--- src/rtl/sram_ctrl_pkg.sv ---
// ---------------------------------------------------------------------------
// sram_ctrl_pkg
// Shared definitions for the byte-wide SRAM controller: the controller FSM
// state encoding and the number of SRAM bytes that make up one CPU word.
// ---------------------------------------------------------------------------
package sram_ctrl_pkg;

   // IDLE   : waiting for a CPU request (the only state with req_ready high)
   // ACCESS : four byte slots, one SRAM byte presented per cycle
   // DRAIN  : last read byte returns from the SRAM; strobes already low
   // ERR    : rejected request, error response on the way out
   typedef enum logic [1:0] {
      IDLE   = 2'd0,
      ACCESS = 2'd1,
      DRAIN  = 2'd2,
      ERR    = 2'd3
   } state_t;

   localparam int WORD_BYTES = 4;

endpackage

--- src/rtl/sram_ctrl.sv ---
// ---------------------------------------------------------------------------
// sram_ctrl
// Turns 32-bit CPU word requests into four sequential byte accesses on a
// synchronous byte-wide SRAM (address/control sampled on a rising edge, read
// data available after that same edge). Fixed latency: a request accepted at
// edge E0 responds in the cycle after E5; a rejected request responds in the
// cycle after E1. No backpressure on the response side.
//
// Parameters
//   ADDRESS   : SRAM byte-address width
//   DATA      : SRAM data width (one byte)
//   MEM_BYTES : populated SRAM bytes, only used by the optional bounds check
//
// Ports
//   clk, rst_n                 : clock, asynchronous active-low reset
//   req_valid / req_ready      : CPU request handshake
//   req_write, req_addr,
//   req_wdata, req_be          : request command, word address, data, byte enables
//   rsp_valid, rsp_rdata,
//   rsp_err                    : one-cycle response pulse, read word, reject flag
//   sram_addr, sram_wdata,
//   sram_rdata, sram_read,
//   sram_write, sram_cs        : SRAM pins; every output comes from a flop
//
// Build option
//   SRAM_CTRL_BOUNDS_EN : when defined, words extending to or past MEM_BYTES
//                         are rejected like misaligned requests.
// ---------------------------------------------------------------------------
module sram_ctrl
   import sram_ctrl_pkg::*;
#(
   parameter int ADDRESS   = 20,
   parameter int DATA      = 8,
   parameter int MEM_BYTES = 1024
) (
   input  logic               clk,
   input  logic               rst_n,
   input  logic               req_valid,
   output logic               req_ready,
   input  logic               req_write,
   input  logic [ADDRESS-1:0] req_addr,
   input  logic [31:0]        req_wdata,
   input  logic [3:0]         req_be,
   output logic               rsp_valid,
   output logic [31:0]        rsp_rdata,
   output logic               rsp_err,
   output logic [ADDRESS-1:0] sram_addr,
   output logic [DATA-1:0]    sram_wdata,
   input  logic [DATA-1:0]    sram_rdata,
   output logic               sram_read,
   output logic               sram_write,
   output logic               sram_cs
);

   state_t             state_q, state_d;
   logic [1:0]         idx_q, idx_d;

   // Request captured at acceptance, used for byte slots 1..3
   logic [ADDRESS-1:0] base_q;
   logic [31:0]        wdata_q;
   logic [3:0]         be_q;
   logic               write_q;

   logic [31:0]        rdata_q;
   logic               rsp_valid_q, rsp_valid_d;
   logic               rsp_err_q, rsp_err_d;

   logic [ADDRESS-1:0] sram_addr_q, sram_addr_d;
   logic [DATA-1:0]    sram_wdata_q, sram_wdata_d;
   logic               sram_cs_q, sram_cs_d;
   logic               sram_read_q, sram_read_d;
   logic               sram_write_q, sram_write_d;

   // Byte slot to present next cycle
   logic               accept;
   logic               issue;
   logic [1:0]         issue_idx;
   logic [ADDRESS-1:0] issue_base;
   logic [31:0]        issue_wdata;
   logic [3:0]         issue_be;
   logic               issue_write;

   logic               bad_req;

`ifdef SRAM_CTRL_BOUNDS_EN
   // One extra bit so base+3 cannot wrap around the address space.
   logic [ADDRESS:0]   last_addr;
   assign last_addr = {1'b0, req_addr} + (ADDRESS+1)'(WORD_BYTES - 1);
   assign bad_req   = (|req_addr[1:0]) || (last_addr >= (ADDRESS+1)'(MEM_BYTES));
`else
   assign bad_req   = |req_addr[1:0];
`endif

   // Gated with rst_n so the CPU sees not-ready for the whole reset pulse,
   // while the state register itself already sits in IDLE.
   assign req_ready = rst_n && (state_q == IDLE);

   // ---------------------------------------------------------------------
   // Next state and next values of the registered SRAM/response outputs
   // ---------------------------------------------------------------------
   always_comb begin
      // NOTE: every signal gets a default before the case so no path leaves
      // one unassigned, which would otherwise infer a latch.
      state_d     = state_q;
      idx_d       = idx_q;
      accept      = 1'b0;
      issue       = 1'b0;
      issue_idx   = 2'd0;
      issue_base  = base_q;
      issue_wdata = wdata_q;
      issue_be    = be_q;
      issue_write = write_q;
      rsp_valid_d = 1'b0;
      rsp_err_d   = 1'b0;

      unique case (state_q)
         IDLE: begin
            if (req_valid) begin
               accept = 1'b1;
               if (bad_req) begin
                  state_d = ERR;
               end else begin
                  // Slot 0 comes straight from the request port so it is on
                  // the pins in the cycle right after acceptance.
                  state_d     = ACCESS;
                  idx_d       = 2'd0;
                  issue       = 1'b1;
                  issue_idx   = 2'd0;
                  issue_base  = req_addr;
                  issue_wdata = req_wdata;
                  issue_be    = req_be;
                  issue_write = req_write;
               end
            end
         end
         ACCESS: begin
            if (idx_q == 2'(WORD_BYTES - 1)) begin
               state_d = DRAIN;
            end else begin
               idx_d     = idx_q + 2'd1;
               issue     = 1'b1;
               issue_idx = idx_q + 2'd1;
            end
         end
         DRAIN: begin
            state_d     = IDLE;
            rsp_valid_d = 1'b1;
         end
         ERR: begin
            state_d     = IDLE;
            rsp_valid_d = 1'b1;
            rsp_err_d   = 1'b1;
         end
         default: state_d = IDLE;
      endcase

      // A write slot with its enable clear keeps sram_write up but leaves the
      // chip deselected, so the slot still takes its cycle.
      sram_cs_d    = issue && (!issue_write || issue_be[issue_idx]);
      sram_read_d  = issue && !issue_write;
      sram_write_d = issue && issue_write;
      sram_addr_d  = issue ? issue_base + ADDRESS'(issue_idx) : sram_addr_q;
      sram_wdata_d = (issue && issue_write) ? issue_wdata[DATA*issue_idx +: DATA]
                                            : sram_wdata_q;
   end

   // ---------------------------------------------------------------------
   // State, request capture, read assembly and output registers
   // ---------------------------------------------------------------------
   // NOTE: sequential state uses non-blocking assignments so every flop
   // samples pre-edge values regardless of statement order.
   always_ff @(posedge clk or negedge rst_n) begin
      if (!rst_n) begin
         state_q      <= IDLE;
         idx_q        <= 2'd0;
         base_q       <= '0;
         wdata_q      <= '0;
         be_q         <= '0;
         write_q      <= 1'b0;
         rdata_q      <= '0;
         rsp_valid_q  <= 1'b0;
         rsp_err_q    <= 1'b0;
         sram_addr_q  <= '0;
         sram_wdata_q <= '0;
         sram_cs_q    <= 1'b0;
         sram_read_q  <= 1'b0;
         sram_write_q <= 1'b0;
      end else begin
         state_q      <= state_d;
         idx_q        <= idx_d;
         rsp_valid_q  <= rsp_valid_d;
         rsp_err_q    <= rsp_err_d;
         sram_addr_q  <= sram_addr_d;
         sram_wdata_q <= sram_wdata_d;
         sram_cs_q    <= sram_cs_d;
         sram_read_q  <= sram_read_d;
         sram_write_q <= sram_write_d;

         if (accept) begin
            base_q  <= req_addr;
            wdata_q <= req_wdata;
            be_q    <= req_be;
            write_q <= req_write;
            rdata_q <= '0;      // writes and errors return zero
         end

         // Byte i is sampled by the SRAM one edge after it is presented and
         // its data is captured here one edge later: byte idx-1 while in
         // ACCESS, the last byte while in DRAIN.
         if (!write_q) begin
            if (state_q == ACCESS && idx_q != 2'd0) begin
               rdata_q[DATA*(idx_q - 2'd1) +: DATA] <= sram_rdata;
            end else if (state_q == DRAIN) begin
               rdata_q[DATA*(WORD_BYTES - 1) +: DATA] <= sram_rdata;
            end
         end
      end
   end

   assign rsp_valid  = rsp_valid_q;
   assign rsp_err    = rsp_err_q;
   assign rsp_rdata  = rdata_q;
   assign sram_addr  = sram_addr_q;
   assign sram_wdata = sram_wdata_q;
   assign sram_cs    = sram_cs_q;
   assign sram_read  = sram_read_q;
   assign sram_write = sram_write_q;

endmodule

--- config.mk ---
export PLATFORM = sky130hd
export DESIGN_NAME = sram_ctrl
export DESIGN_NICKNAME = d
export VERILOG_FILES = /design/src/rtl/sram_ctrl_pkg.sv /design/src/rtl/sram_ctrl.sv
export SDC_FILE = /design/constraint.sdc
export NUM_CORES = 1
export LEC_CHECK = 0
export ABC_AREA = 1
export BUFFER_PORTS_ARGS = -buffer_cell sky130_fd_sc_hd__buf_2
export CORE_UTILIZATION = 55
export DETAILED_ROUTE_END_ITERATION = 7
export PLACE_DENSITY_LB_ADDON = 0.05
export REMOVE_ABC_BUFFERS = 1
export SLEW_MARGIN = 20
export SYNTH_ARGS = -nofsm -noshare
export SYNTH_HDL_FRONTEND = slang
export SYNTH_SLANG_ARGS = --single-unit
--- constraint.sdc ---
create_clock -name clk -period 3.58 [get_ports clk]
set_input_delay 0.716 -clock clk [delete_from_list [all_inputs] [get_ports clk]]
set_output_delay 0.716 -clock clk [all_outputs]
set_load 0.05 [all_outputs]
; After elaboration in Yosys (flattened, before gate mapping)
; Cells that the tools add are included.
[classes]
order_cmp = 1
reduce_logical = 14
eq_ne = 8
muxes = 38
shift = 3
n_addsub = 4
[op_table]
columns = operator, n
row1 = $mux W32, 5
row2 = $mux W20, 3
row3 = $neg A32 Y34, 1
row4 = $shift A8 B34 Y32 const A, 1
row5 = $shiftx A8 B34 Y32, 1
row6 = $bwmux W32, 1
row7 = $shiftx A32 B6 Y8, 1
row8 = $mux W24, 1
row9 = $add A20 B2 Y20, 1
row10 = $mux W2, 8
row11 = $mux W8, 2
row12 = $mux W4, 3
row13 = $mux W1, 11
row14 = $ne A2 B2 Y1 const B, 4
row15 = $eq A2 B2 Y1 const B, 3
row16 = $pmux W2 S3, 1
row17 = $logic_and A1 B1 Y1, 5
row18 = $pmux W2 S2, 1
row19 = $reduce_and A4 Y1, 1
row20 = $reduce_bool A2 Y1, 2
row21 = $reduce_or A2 Y1, 2
row22 = $lt A2 B3 Y1 const B, 1
row23 = $sub A2 B1 Y3 const B, 1
row24 = $add A2 B1 Y2 const B, 1
row25 = other kinds (7), 7
[word_totals]
word_cells = 82
ff_bits = 126

; Logic depth before layout (Yosys ltp)
; Gate-level depths: netlist of the first run.
[logic_depth]
ltp_word = 8
depth_mapped = 19
ltp_nobuf = 17

; Least setup slack after synthesis of the first run
; Ideal clock, no wire load.
[synth_timing]
path_type = input -> register
start = in req_addr[1]
end = reg sram_addr_q[16] (netlist: sram_addr[16])
t_arrival_ns = 2.714
cell_stages = 19
slack_ns = 0.748
t_required_ns = 3.462
path_buffers = 2
setup_ns = 0.118
cell_sequence = nor2_2 > nand3_4 > buf_2 > buf_1 > nand2_1 > inv_1 > ha_1 > inv_1 > fa_1 > inv_1 > nand2_1 > nor2_1 > nand2_1 > inv_2 > nand2_1 > nand2_1 > nand2_1 > nand2_1 > nand2_1
[synth_between]
elab_chain_len = 5
[synth_rtl]
columns = element, line
row1 = "start, declared", sram_ctrl.sv:41  ; input logic [ADDRESS-1:0] req_addr,
row2 = $reduce_or A2 Y1, sram_ctrl.sv:91  ; assign bad_req = |req_addr[1:0];
row3 = $mux W20, sram_ctrl.sv:120  ; if (bad_req) begin
row4 = $mux W20, sram_ctrl.sv:118  ; if (req_valid) begin
row5 = $mux W20, sram_ctrl.sv:116  ; unique case (state_q)
row6 = $add A20 B2 Y20, sram_ctrl.sv:162  ; sram_addr_d = issue ? issue_base + ADDRESS'(issue_idx) : sram_addr_q;
row7 = "end signal, assigned", sram_ctrl.sv:193  ; sram_addr_q <= sram_addr_d;
row8 = "end, declared", sram_ctrl.sv:68  ; logic [ADDRESS-1:0] sram_addr_q, sram_addr_d;
; Several ways; a longest one is shown, not always the timed one.
; A chain may end at the register's enable or synchronous reset.

; Worst setup path after layout of the first run
[layout_timing]
start = reg idx_q[0]
end = reg sram_addr_q[16] (netlist: sram_addr[16])
[layout_between]
elab_chain_len = 4
[layout_rtl]
columns = element, line
row1 = "start, declared", sram_ctrl.sv:56  ; logic [1:0] idx_q, idx_d;
row2 = "start signal, assigned", sram_ctrl.sv:190  ; idx_q <= idx_d;
row3 = $add A2 B1 Y2 / $eq A2 B2 Y1 (equally long branches), "sram_ctrl.sv:142, sram_ctrl.sv:137"
row4 = $mux W2, sram_ctrl.sv:137  ; if (idx_q == 2'(WORD_BYTES - 1)) begin
row5 = $mux W2, n/a
row6 = $add A20 B2 Y20, sram_ctrl.sv:162
; Several ways; a longest one is shown, not always the timed one.

==> metrics.md, run 1 <==
| Metric | Value |
|---|---|
| CP Buf/Inv Count | `5` |
| Commonest non-fill, non-tap cell in the layout | `nand2_1` |
| Clock share of power | `22.4%` |
| Slowest CP cell | `dfrtp_1` |
| Cts hold-fix bufs | `0` |
| Stages on worst setup path | `16` |
| Worst setup margin | `540 ps` |
| DRC | `0` |
| Crit path required time | `3900 ps` |
| Seq/Total Area, Yosys | `46.2%` |
| Crit end category | `register` |
| CP delay by family, top | `simple AND/OR/NAND/NOR gates` |
| Switching power | `3.48 mW` |
| Placed insts | `1161` |
| Final Hold Fails | `0` |
| Die height | `113 um` |
| Worst hold slack | `440 ps` |
| Sequential Power Share | `30.6%` |
| Worst-path fanout max | `11` |
| Vias post-DR | `6139` |
| Total CTS buffers | `17` |
| Starting Density | `56.6%` |
| Switch share | `46.2%` |
| FFs w/ async S/R, synth | `100%` |
| Post-DP HPWL | `11.2 mm` |
| Non-Filler Instances | `1190` |
| Largest net degree at the start of global routing | `75` |
| DR vias/cell | `5.16` |
| Cell-internal power | `4.05 mW` |
| Row cnt | `40` |
| Cell leakage power | `4.31 nW` |
| Synth Flop Type | `dfrtp_1` |
| Final estimated routing congestion in global placement | `0.865` |
| FMAX | `329 MHz` |
| CTS tree | `yes` |
| Max IR drop VDD | `0.492 mV` |
| Fin. max-slew vios | `0` |
| Worst-path cell chain | `inv_1, ha_1, inv_1, nor2_1, inv_1, fa_1, inv_1, nand2_1, nor2_1, nand2_1, inv_2, nand2_1, nand2_1, nand2_1, nand2_1, nand2_1` |
| Placeable Area | `12100 sq um` |
| Outcome | `finished clean` |
| Global-route wire length before repair | `28.0 mm` |
| Number of clock sinks | `126` |
| Setup violators final | `0` |
| # diodes | `0` |
| DR pass1 iterations | `7` |
| Most used cell, CP | `nand2_1` |
| Post-synth EDFFs | `0` |
| RR Startpoint | `idx_q[0]$_DFFE_PN0P_` |
| Type of the worst setup path | `register to register` |
| Synth top area share | `46.2%` |
| Final TNS setup | `0 ps` |
| WP data arrival | `3360 ps` |
| Clock transition at path regs | `50 ps` |
| Area Overhead vs Synth | `19.0%` |
| Slew HR | `38.3%` |
| Hold WC Path Type | `input pin to async pin` |
| Synth area leader | `dfrtp_1` |
| DRT Wirelength | `16.7 mm` |
| Netlist cell types | `37` |
| Average routed wire per standard cell | `14.0 um` |
| Reg2Reg Depth | `16` |
| Critical R2R Capture | `sram_addr[16]$_DFFE_PN0P_` |
| Clock root buffer | `clkbuf_16` |
| Worst slack, placed | `592 ps` |
| CP max stage delay | `490 ps` |
| Logic pwr share | `47.0%` |
| Gr usage total | `28.1%` |
| PwrDens | `928 nW/um^2` |
| Clock latency on the worst-skew pair | `430 ps` |
| Mapped Area | `6830 sq um` |
| Critical path startpoint | `idx_q[0]$_DFFE_PN0P_` |
| Worst Skew | `8.87 ps` |
| Reg-to-reg slack, setup | `540 ps` |
| Post-route ant nets | `0` |
| Unrepaired setup endpoints after global routing | `no` |
| Final period utilization | `84.9%` |
| Startpoint types | `register` |
| Total gr overflow | `0` |
| Largest cells by area after synthesis | `dfrtp_1 (46%), nand2_1 (16%), o21ai_0 (6.7%)` |
| Nets | `1090` |
| DRT iter0 DRCs | `369` |
| Post-CTS Resized | `0` |
| Vias in the first global route | `5732` |
| Cells after Synth | `895` |
| Post-CTS Setup Bufs | `0` |
| Clock Path Buffers | `2` |
| H-tree levels | `4` |
| Count of state elements after synthesis | `126` |
| Die width | `113 um` |
| Worst setup path end | `sram_addr[16]$_DFFE_PN0P_` |
| DIE AREA | `12900 sq um` |
| Syn_area_per_cell | `7.63 sq um` |
| Top-Level Pins | `134` |
| Yosys warns | `0` |
| Most frequent cells in the layout | `nand2_1 (293), buf_2 (132), dfrtp_1 (126)` |
| Fin crit period | `3040 ps` |
| Max-cap violations | `0` |
| Initial antenna violation count | `0` |
| I/O Buffers | `133` |
| Slew of the pin with the lowest slew margin | `926 ps` |
| Ratio of cells with drive above 1 in the final layout | `21.1%` |
per-stage QoR:
step / power (mW) / utilization (%) / area [sq um]
after floorplan: 4.92 / - / 6600
after global placement: 5.82 / 62.6 / 7550
after detailed placement: 5.86 / 62.6 / 7550
after CTS: 7.58 / 67.3 / 8120
after global routing: 8.11 / 67.3 / 8120
final: 7.54 / 67.3 / 8120
layout make-up:
class                   instances  area, sq um
repair buffers                142          736
inverters                     100          375
fillers                      1126         3940
clock buffers                  23          488
multi-input cells             625         3070
clock inverters                 6         85.1
well taps                     168          210
flip-flops and latches        126         3150
synth_stat cells, types with 4 or more instances:
library cell	count
a21oi_1	16
a22oi_1	8
a31oi_1	12
buf_2	17
buf_6	4
clkbuf_1	18
dfrtp_1	126
ha_1	9
inv_1	95
inv_2	5
nand2_1	293
nand2_2	8
nand3_1	55
nand4_1	13
nor2_1	49
nor2_2	9
nor2_4	6
o211ai_1	12
o21ai_0	92
o21ai_1	12
o21ai_2	8
metal layers:
layer	track usage [%]	vias up	routed length [um]
li1	-	3107	-
met1	39.0	2821	7860
met2	42.8	193	7550
met3	7.81	18	1060
met4	9.47	0	194
met5	0	-	0
sequential cells by signal, summed over array words and instances, names as in the netlist:
name        flops
base_q         20
write_q         1
be_q            4
idx_q           2
sram_addr      20
rsp_valid       1
sram_write      1
wdata_q        32
sram_read       1
rsp_err         1
sram_cs         1
state_q         2
sram_wdata      8
rsp_rdata      32
cell families (layout without fill, tap and decap cells):
family	count (synthesis)	after routing	share of synthesized area (%)
buf+inv	144	271	8.78
compound gates	162	162	13.3
xor+xnor	5	5	0.752
flops	126	126	46.2
simple gates	448	448	29.0
fa+ha+maj	10	10	1.94
worst min-delay path by stage:
stage	from	slack, ps	endpoint
global placement	be_q[3]$_DFFE_PN0P_	460	be_q[3]$_DFFE_PN0P_
global route	req_wdata[30]	480	wdata_q[30]$_DFFE_PN0P_
finish	rst_n	440	rsp_rdata[12]$_DFF_PN0_
floorplan	rst_n	420	base_q[0]$_DFFE_PN0P_
detailed placement	sram_addr[19]$_DFFE_PN0P_	460	sram_addr[19]$_DFFE_PN0P_
CTS	req_be[1]	470	be_q[1]$_DFFE_PN0P_
power by group through the flow:
| stage | Clock (mW) | Combinational [mW] | Sequential [mW] |
|---|---|---|---|
| final | 1.69 | 3.54 | 2.31 |
| after global routing | 1.78 | 3.96 | 2.37 |
| after CTS | 1.71 | 3.56 | 2.31 |
| after detailed placement | 0 | 3.54 | 2.32 |
| after global placement | 0 | 3.50 | 2.32 |
| after floorplan | 0 | 1.91 | 3.01 |
No activity file was read; power rests on OpenSTA's default activity.
==> inputs of run 2 (changes only) <==
==> constraint.sdc (replaced) <==
create_clock -name clk -period 2.95 [get_ports clk]
set_input_delay 0.59 -clock clk [delete_from_list [all_inputs] [get_ports clk]]
set_output_delay 0.59 -clock clk [all_outputs]
set_load 0.05 [all_outputs]
==> metrics.md, run 2 (synthesis gave the netlist of run 1 again) <==
| Metric | Value |
|---|---|
| Outcome | `finished clean` |
| Slew HR | `50.9% (+13 points)` |
| Fin crit period | `2670 ps (-371 ps)` |
| DR vias/cell | `5.17 (+0.31%)` |
| I/O Buffers | `133 (unchanged)` |
| PwrDens | `1140 nW/um^2 (+23%)` |
| Slew of the pin with the lowest slew margin | `737 ps (-188 ps)` |
| Post-CTS Resized | `0 (unchanged)` |
| M1 WL | `7.94 mm (+1.0%)` |
| Crit end category | `register` |
| Vias in the first global route | `5709 (-0.40%)` |
| FMAX | `375 MHz (+14%)` |
| Final TNS setup | `0 ps (unchanged)` |
| Max IR drop VDD | `0.687 mV (+40%)` |
| Final period utilization | `90.5% (+5.6 points)` |
| Setup violators final | `0 (unchanged)` |
| Placeable Area | `12100 sq um (unchanged)` |
| Slowest CP cell | `fa_1` |
| CP max stage delay | `420 ps (-70 ps)` |
| DRC | `0 (unchanged)` |
| Crit path required time | `3260 ps (-640 ps)` |
| Max-cap violations | `0 (unchanged)` |
| Critical path startpoint | `idx_q[0]$_DFFE_PN0P_` |
| Reg-to-reg slack, setup | `280 ps (-260 ps)` |
| Most frequent cells in the layout | `nand2_1 (293), buf_2 (132), dfrtp_1 (126)` |
| Worst setup path end | `sram_addr[16]$_DFFE_PN0P_` |
| Post-CTS Setup Bufs | `0 (unchanged)` |
| Post-route ant nets | `0 (unchanged)` |
| Top-Level Pins | `134 (unchanged)` |
| Uppermost layer routed | `met4` |
| CTS tree | `yes` |
| Fin. max-slew vios | `0 (unchanged)` |
| Met2 Wirelength | `7.85 mm (+3.9%)` |
| H-tree levels | `4 (unchanged)` |
| Area after DPL | `7610 sq um (+0.83%)` |
| DRT Wirelength | `17.1 mm (+2.5%)` |
| Reg2Reg Depth | `16 (unchanged)` |
| Die width | `113 um (unchanged)` |
| Row cnt | `40 (unchanged)` |
| Vias post-DR | `6194 (+0.90%)` |
| Total CTS buffers | `17 (unchanged)` |
| Worst-path cell chain | `inv_1, ha_1, inv_1, nor2_1, inv_1, fa_1, inv_1, nand2_1, nor2_2, nand2_1, inv_2, nand2_1, nand2_1, nand2_1, nand2_1, nand2_1` |
| RR Startpoint | `idx_q[0]$_DFFE_PN0P_` |
| Initial antenna violation count | `1 (+1)` |
| Final Cell Area | `8240 sq um (+1.4%)` |
| Cell leakage power | `4.37 nW (+1.5%)` |
| Critical R2R Capture | `sram_addr[16]$_DFFE_PN0P_` |
| # diodes | `0 (unchanged)` |
| Ratio of cells with drive above 1 in the final layout | `21.6% (+0.44 points)` |
| Startpoint types | `register` |
| DIE AREA | `12900 sq um (unchanged)` |
| Clock latency on the worst-skew pair | `420 ps (about the same)` |
| Cts hold-fix bufs | `0 (unchanged)` |
| Worst slack, placed | `228 ps (-365 ps)` |
| Clock root buffer | `clkbuf_16` |
| Gr usage total | `28.4% (+0.30 points)` |
| DRT iter0 DRCs | `473 (+28%)` |
| Worst setup margin | `281 ps (-259 ps)` |
| Type of the worst setup path | `register to register` |
| Most used cell, CP | `nand2_1` |
| Routed wl met3 | `1.04 mm (-1.5%)` |
| DR pass1 iterations | `5 (-2)` |
| Total gr overflow | `0 (unchanged)` |
| Starting Density | `56.6% (unchanged)` |
| Fillers | `1044 (-7.3%)` |
| Worst-path fanout max | `6 (-5)` |
| Die height | `113 um (unchanged)` |
| Global-route wire length before repair | `28.1 mm (+0.40%)` |
| WP data arrival | `2980 ps (-380 ps)` |
| Worst Skew | `5.48 ps (-3.39 ps)` |
| Clock Path Buffers | `2 (unchanged)` |
| Unrepaired setup endpoints after global routing | `no` |
| Largest net degree at the start of global routing | `127 (+69%)` |
| Final estimated routing congestion in global placement | `0.852 (-1.6%)` |
| Commonest non-fill, non-tap cell in the layout | `nand2_1` |
| Average routed wire per standard cell | `14.3 um (+1.9%)` |
| Number of clock sinks | `126 (unchanged)` |
| Area Overhead vs Synth | `20.7%` |
| Clock transition at path regs | `50 ps (about the same)` |
| Nets | `1095 (+0.46%)` |
| Post-DP HPWL | `11.5 mm (+2.2%)` |
| Final Hold Fails | `0 (unchanged)` |
| Hold WC Path Type | `input pin to async pin` |
-- run 2: cell types whose count changed in the layout (fill, tap and decap cells not counted) --
cell and delta:
bufinv_16 +2, nor2_1 -1, buf_12 +2, clkinvlp_4 -2, nor2_2 +1, clkbuf_1 +2
buf_4 +3
-- run 2: final cells by class --
class	count	area [sq um]	share of cell area (%)
Multi-Input combinational cell	625	3080	37.3
Tap cell	168	210	2.55
Sequential cell	126	3150	38.3
Timing Repair Buffer	147	798	9.69
Inverter	100	375	4.56
Clock buffer	25	495	6.01
Clock inverter	6	130	1.58
-- run 2: worst min path at each step --
stage | to | cells after the start
2_1_floorplan | base_q[0]$_DFFE_PN0P_ | 0
3_3_place_gp | sram_addr[15]$_DFFE_PN0P_ | 2
3_5_place_dp | wdata_q[15]$_DFFE_PN0P_ | 2
4_1_cts | be_q[1]$_DFFE_PN0P_ | 3
5_1_grt | wdata_q[31]$_DFFE_PN0P_ | 3
6_report | rsp_rdata[11]$_DFF_PN0_ | 2
-- run 2: power by group --
| group | internal (mW) | switching, mW |
|---|---|---|
| Combinational | 1.25 | 3.16 |
| Clock | 1.50 | 0.726 |
| Sequential | 2.41 | 0.382 |
| Total | 5.15 | 4.26 |
-- run 2: critical path: cells and delay by family, from the launching register on --
| kind | cells | cell delay [ps] |
|---|---|---|
| adder cells (fa/ha/maj) | 2 | 760 |
| flip-flops | 1 | 400 |
| AND/OR/NAND/NOR | 9 | 850 |
| buffers and inverters | 5 | 540 |
-- run 2: metal layers --
layer | track usage, % | vias up
met2 | 42.9 | 194
met4 | 10.5 | 0
met1 | 40.0 | 2864
met3 | 7.07 | 19
met5 | 0 | -
li1 | - | 3117
-- run 2: per-stage QoR --
stage | utilization, % | hold slack, ps | total power [mW] | instances
detailed placement | 63.1 | 464 | 7.19 | 1166
CTS | 68.3 | 348 | 9.45 | 1197
finish | 68.3 | 313 | 9.42 | 1197
global route | 68.3 | 362 | 10.1 | 1197
floorplan | - | 294 | 5.97 | 851
global placement | 63.1 | 462 | 7.13 | 1166
